### src/rtl/findmax_pkg.sv
// Shared types and constants for the find-max sample source.
// Provides the source FSM state enum, default width and LFSR tap lookup.
package findmax_pkg;

    typedef enum logic [1:0] {
        IDLE,
        SEND,
        DONE
    } src_state_t;

    localparam int DEFAULT_WIDTH = 8;
    localparam int DEFAULT_MAX_LEN = 16;

    localparam logic [7:0]  LFSR_TAPS_8  = 8'hB8;
    localparam logic [15:0] LFSR_TAPS_16 = 16'hB400;

    // Galois tap masks for the supported widths; other widths fall
    // back to the 8-bit mask and are not maximal-length.
    function automatic logic [31:0] lfsr_taps(input int w);
        case (w)
            8:       return {24'h0, LFSR_TAPS_8};
            16:      return {16'h0, LFSR_TAPS_16};
            32:      return 32'h8020_0003;
            default: return {24'h0, LFSR_TAPS_8};
        endcase
    endfunction

endpackage

### src/rtl/findmax_lfsr.sv
// Galois LFSR: loads a seed (zero replaced by 1) and steps on advance.
// Ports: clk, reset (async high), load, seed, advance, value.
module findmax_lfsr
    import findmax_pkg::*;
#(
    parameter int WIDTH = DEFAULT_WIDTH
) (
    input  logic             clk,
    input  logic             reset,
    input  logic             load,
    input  logic [WIDTH-1:0] seed,
    input  logic             advance,
    output logic [WIDTH-1:0] value
);

    localparam logic [WIDTH-1:0] TAPS = WIDTH'(lfsr_taps(WIDTH));

    logic [WIDTH-1:0] lfsr_q;
    logic [WIDTH-1:0] lfsr_d;

    always_comb begin
        lfsr_d = lfsr_q;
        if (load) begin
            // An all-zero state would lock up, so substitute 1.
            lfsr_d = (seed == '0) ? WIDTH'(1) : seed;
        end else if (advance) begin
            lfsr_d = (lfsr_q >> 1) ^ (lfsr_q[0] ? TAPS : '0);
        end
    end

    always_ff @(posedge clk or posedge reset) begin
        if (reset) begin
            lfsr_q <= '0;
        end else begin
            lfsr_q <= lfsr_d;
        end
    end

    assign value = lfsr_q;

endmodule

### src/rtl/findmax_ucmp.sv
// Unsigned magnitude comparator shared by the find-max datapath.
// Ports: a, b (WIDTH), gt = (a > b) unsigned.
module findmax_ucmp
    import findmax_pkg::*;
#(
    parameter int WIDTH = DEFAULT_WIDTH
) (
    input  logic [WIDTH-1:0] a,
    input  logic [WIDTH-1:0] b,
    output logic             gt
);

    assign gt = (a > b);

endmodule

### src/rtl/findmax_stream_gen.sv
// Pseudo-random burst source on a valid/ready stream with last flag.
// Ports: clk, reset, start, seed, len, out_data/valid/ready/last, busy,
// done; exp_max (running max) only when FINDMAX_SRC_EXPMAX_EN is defined.
module findmax_stream_gen
    import findmax_pkg::*;
#(
    parameter  int WIDTH   = DEFAULT_WIDTH,
    parameter  int MAX_LEN = DEFAULT_MAX_LEN,
    localparam int LW      = $clog2(MAX_LEN + 1)
) (
    input  logic             clk,
    input  logic             reset,
    input  logic             start,
    input  logic [WIDTH-1:0] seed,
    input  logic [LW-1:0]    len,
    output logic [WIDTH-1:0] out_data,
    output logic             out_valid,
    input  logic             out_ready,
    output logic             out_last,
    output logic             busy,
    output logic             done
`ifdef FINDMAX_SRC_EXPMAX_EN
    ,
    output logic [WIDTH-1:0] exp_max
`endif
);

    src_state_t       state_q, state_d;
    logic [LW-1:0]    count_q, count_d;
    logic [LW-1:0]    len_q, len_d;
    logic             load;
    logic             xfer;
    logic             is_last;
    logic [WIDTH-1:0] lfsr_value;

    assign xfer    = (state_q == SEND) && out_ready;
    assign is_last = (count_q == len_q - LW'(1));

    always_comb begin
        state_d = state_q;
        count_d = count_q;
        len_d   = len_q;
        load    = 1'b0;
        unique case (state_q)
            IDLE: begin
                if (start) begin
                    if (len != '0) begin
                        load    = 1'b1;
                        len_d   = (len > LW'(MAX_LEN)) ? LW'(MAX_LEN) : len;
                        count_d = '0;
                        state_d = SEND;
                    end else begin
                        state_d = DONE;
                    end
                end
            end
            SEND: begin
                if (xfer) begin
                    // Count stops at len_q-1; the last beat leaves SEND.
                    if (is_last) begin
                        state_d = DONE;
                    end else begin
                        count_d = count_q + LW'(1);
                    end
                end
            end
            DONE: begin
                state_d = IDLE;
            end
            default: begin
                state_d = IDLE;
            end
        endcase
    end

    always_ff @(posedge clk or posedge reset) begin
        if (reset) begin
            state_q <= IDLE;
            count_q <= '0;
            len_q   <= '0;
        end else begin
            state_q <= state_d;
            count_q <= count_d;
            len_q   <= len_d;
        end
    end

    findmax_lfsr #(
        .WIDTH (WIDTH)
    ) u_lfsr (
        .clk     (clk),
        .reset   (reset),
        .load    (load),
        .seed    (seed),
        .advance (xfer),
        .value   (lfsr_value)
    );

    assign out_valid = (state_q == SEND);
    assign out_data  = out_valid ? lfsr_value : '0;
    assign out_last  = out_valid && is_last;
    assign busy      = (state_q != IDLE);
    assign done      = (state_q == DONE);

`ifdef FINDMAX_SRC_EXPMAX_EN
    logic [WIDTH-1:0] exp_max_q, exp_max_d;
    logic             data_gt;

    findmax_ucmp #(
        .WIDTH (WIDTH)
    ) u_cmp (
        .a  (lfsr_value),
        .b  (exp_max_q),
        .gt (data_gt)
    );

    always_comb begin
        exp_max_d = exp_max_q;
        if (state_q == IDLE && start) begin
            exp_max_d = '0;
        end else if (xfer && data_gt) begin
            exp_max_d = lfsr_value;
        end
    end

    always_ff @(posedge clk or posedge reset) begin
        if (reset) begin
            exp_max_q <= '0;
        end else begin
            exp_max_q <= exp_max_d;
        end
    end

    assign exp_max = exp_max_q;
`endif

endmodule

### config.mk
export PLATFORM = sky130hd
export DESIGN_NAME = findmax_stream_gen
export DESIGN_NICKNAME = d
export VERILOG_FILES = /design/src/rtl/findmax_pkg.sv /design/src/rtl/findmax_lfsr.sv /design/src/rtl/findmax_ucmp.sv /design/src/rtl/findmax_stream_gen.sv
export SDC_FILE = /design/constraint.sdc
export NUM_CORES = 1
export LEC_CHECK = 0
export CORE_MARGIN = 2
export CORE_UTILIZATION = 54
export CTS_BUF_LIST = sky130_fd_sc_hd__clkbuf_8
export CTS_CLUSTER_DIAMETER = 120
export DETAILED_ROUTE_END_ITERATION = 12
export PLACE_DENSITY = 0.94
export REMOVE_ABC_BUFFERS = 1
export SYNTH_ARGS = -nofsm -noshare
export SYNTH_HDL_FRONTEND = slang
export SYNTH_SLANG_ARGS = --single-unit
### constraint.sdc
create_clock -name clk -period 3.79 [get_ports clk]
set_input_delay 0.379 -clock clk [delete_from_list [all_inputs] [get_ports clk]]
set_output_delay 0.379 -clock clk [all_outputs]
set_load 0.03 [all_outputs]
==> summary.txt <==
Floorplan
  • Die footprint: 0.00270 mm^2
  • Initial Util: 0.568
  • Area inside the core boundary: 0.00219 mm^2
  • Die H: ~52 um
  • Floorplan die width: 52.0 um
  • Number of rows created at floorplan: 17
  • Ports: 29

Clock network
  • H-tree depth: 1
  • Clock tree root driver cell: clkbuf_8
  • Cells resized by post-CTS repair: 0
  • Cts bufs inserted: 3
  • Hold-fix buffers at CTS: 0
  • Clock tree from TritonCTS: yes
  • Buffer count from post-CTS setup fixing: 0
  • Reg clk slew, reported paths: about 0.06 ns
  • Worst skew pair latency: 0.25 ns
  • Number of clock sinks seen by CTS: 20
  • Maximum clock insertion buffer count: 2

Yosys
  • Yosys warns: 0
  • Sequential area share after synthesis: 0.402
  • Post-synthesis adder-cell area fraction: 0.0201
  • Dominant combinational cell family by area after synthesis: simple AND/OR/NAND/NOR gates
  • Area share of the largest cell type after synthesis: 0.402
  • Synthesis-stage register bit count: 20
  • Share of synthesized cell area in and, or, nand and nor gates: 0.257
  • Gate count of the mapped netlist: 134
  • Top area cells in the synthesized netlist: dfrtp_1 40%, nand2_1 4.8%, xnor2_1 4.2%
  • Biggest area consumer among synthesized cells: dfrtp_1
  • Dominant register cell in the synthesized netlist: dfrtp_1
  • Parity-gate share of the synthesized area counting xor and xnor cells: 0.0563
  • Compound-Gate Fraction of Synth Area: 0.191
  • Share of synthesized flip-flops with an asynchronous set or reset: 1.00
  • Post-synth cell types: 42
  • Synth Area per Inst: 9.28 um^2
  • Cell Area, Synth: 0.00124 mm^2
  • Number of enable-type register cells in the synthesized netlist: 0
  • Mux share of post-synthesis cell area: 0.0332

Placed design
  • Placer congestion estimate: ~0.8
  • HPWL after DPL: roughly 2100 um
  • Instance area at placement: 0.00154 mm^2
  • Count of port buffers added during placement: 28

Drt
  • Routed len/inst: 15.9 um
  • Via count: between 1,000 and 1,500
  • Total DRC errors in the routed layout: 0
  • Iteration-0 DRC count of the detailed router: 21
  • Count of TritonRoute iterations in the first routing pass: 4
  • Antenna viol nets, final: 0
  • Via-to-Cell Ratio: 5.94
  • Routed wire length: 3010 um

Global routing
  • Total congestion overflow: 0
  • Antenna violations before repair: 0
  • Routing layer with the top usage in global route: met2
  • Global-route usage over all layers: 0.251
  • Maximum number of pins on one net before global-route repair: 21
  • Met3 global-route usage: 0.0431
  • Global-route wire length before repair: 4960 um
  • GR Util met1: 0.293
  • GRT met2 Usage: 0.460
  • Number of global-route vias before repair: 1,109

Critical path
  • WP data required: ~3.4 ns
  • CP Class: flop to output port
  • Startpoint types: flop
  • Arr. time, crit path: 2.51 ns
  • Largest fanout of any net on the critical path: 11
  • Worst R2R Setup Slack: 1.64 ns
  • Depth of the worst register-to-register path: 6
  • Worst reg2reg endpoint: count_q[0]$_DFFE_PP0P_
  • Crit Reg-Reg Startpoint: state_q[1]$_DFFE_PP0P_
  • Category of the worst setup path capture point: output port

Layout
  • Commonest cells after routing, fill and taps aside: 28 x clkdlybuf4s50_1, 20 x dfrtp_1, 16 x nand2_1
  • Net total in the final layout: 182
  • Fill cell count: 156
  • Area growth from synthesis to layout: 27.1%
  • Final Instance Area: 0.00158 mm^2
  • Share of post-route cells with drive strength above 1: 0.0870
  • Number of diodes added for antenna fixing: 0
  • Most common cell after layout, fill and taps aside: clkdlybuf4s50_1

Power
  • Leak Pwr: 0.000665 uW
  • Power density normalized to cell area: 837 mW/mm^2
  • Peak supply drop: 0.515 mV

Timing
  • Number of hold violations in the final report: 0
  • Final Slew Violations: 0
  • RSZ-0062 raised after global routing: no
  • Shortest clock period the worst path allows after layout: 2.89 ns
  • Clk_skew: 0.00505 ns
  • Worst slew pin tran: 0.743 ns
  • Final critical-path share of the clock period: 0.761
  • Max Freq: 0.347 GHz
  • Setup violation total in the final timing report: 0
  • Slew Limit Headroom: 0.504
  • Fin Setup TNS: 0 ns

Job
  • Count of maximum capacitance violations: 0

Min path
  • Worst Hold Class: flop to flop
  • Worst min-delay path startpoint: len_q[4]$_DFFE_PP0P_
  • Hold Crit Depth: 2
  • Worst Hold Path EP: len_q[4]$_DFFE_PP0P_

Run status
  • Run status: finished, final reports clean
==> power by group <==
part,internal (uW),switching [uW],total [uW]
registers,308,110,418
logic,361,409,770
clock network,70.6,63.5,134
==> per-stage QoR <==
stage	hold WS [ns]	total power [uW]	utilization	instances	worst slack [ns]
final	0.520	1320	0.721	189	0.905
after global routing	0.551	1410	0.721	189	0.814
after CTS	0.526	1320	0.721	189	0.916
after detailed placement	0.513	1180	0.702	186	1.20
after global placement	0.501	1140	0.702	186	1.32
after floorplan	0.343	924	-	128	1.60
==> cells by family after synthesis <==
group,count (synthesis)
multiplexers,4
adder cells (fa/ha/maj),2
AO/OA/AOI/OAI,29
flip-flops,20
XOR/XNOR,8
AND/OR/NAND/NOR,61
buffers and inverters,10
==> worst max-delay path by stage <==
stage | from | endpoint | cells after the start
after CTS | len_q[0]$_DFFE_PP0P_ | out_last | 8
after global placement | len_q[0]$_DFFE_PP0P_ | out_last | 8
after floorplan | len_q[0]$_DFFE_PP0P_ | out_last | 6
after global routing | len_q[0]$_DFFE_PP0P_ | out_last | 8
after detailed placement | len_q[0]$_DFFE_PP0P_ | out_last | 8
final | len_q[0]$_DFFE_PP0P_ | out_last | 8
==> area by class of cell <==
cell class                      instances  area [um^2]  area share
Clock buffer                            3         41.3      0.0261
Inverter                                4         15.0     0.00950
Multi-Input combinational cell        104          693       0.439
Sequential cell                        20          500       0.317
Tap cell                               28         35.0      0.0222
Timing Repair Buffer                   30          295       0.187
==> registers in the layout, indices dropped and copies added, names as in the netlist <==
| signal | flops |
|---|---|
| state_q | 2 |
| u_lfsr.value | 8 |
| count_q | 5 |
| len_q | 5 |
==> cell usage after synthesis (2+ instances only) <==
| master | count |
|---|---|
| mux2i_1 | 3 |
| a31o_2 | 2 |
| dfrtp_1 | 20 |
| and2_1 | 8 |
| a211oi_2 | 2 |
| nand3b_1 | 2 |
| a221o_1 | 4 |
| and3_1 | 2 |
| nand2_1 | 16 |
| a21oi_1 | 2 |
| xnor2_1 | 6 |
| nor2b_1 | 4 |
| o21ai_0 | 9 |
| xor2_1 | 2 |
| ha_1 | 2 |
| nand2b_1 | 4 |
| inv_1 | 4 |
| nand3_1 | 4 |
| clkbuf_1 | 3 |
| nor2_1 | 10 |
| nor3_1 | 4 |
==> worst max-delay path, cell delays in order, from the launching register on <==
cell             delay, ns
dfrtp_1               0.41
inv_1                 0.09
ha_1                  0.22
nand4bb_1             0.14
a211oi_2              0.29
o311ai_2              0.14
buf_4                 0.20
nor2_1                0.11
clkdlybuf4s50_1       0.67
==> routing by layer <==
| layer | vias to the layer above | wire, um |
|---|---|---|
| met5 | - | 0 |
| met4 | 0 | 20 |
| met3 | 4 | 199 |
| met2 | 51 | 1530 |
| met1 | 536 | 1260 |
| li1 | 532 | - |
Note: power is estimated with default switching activity, not from simulation.
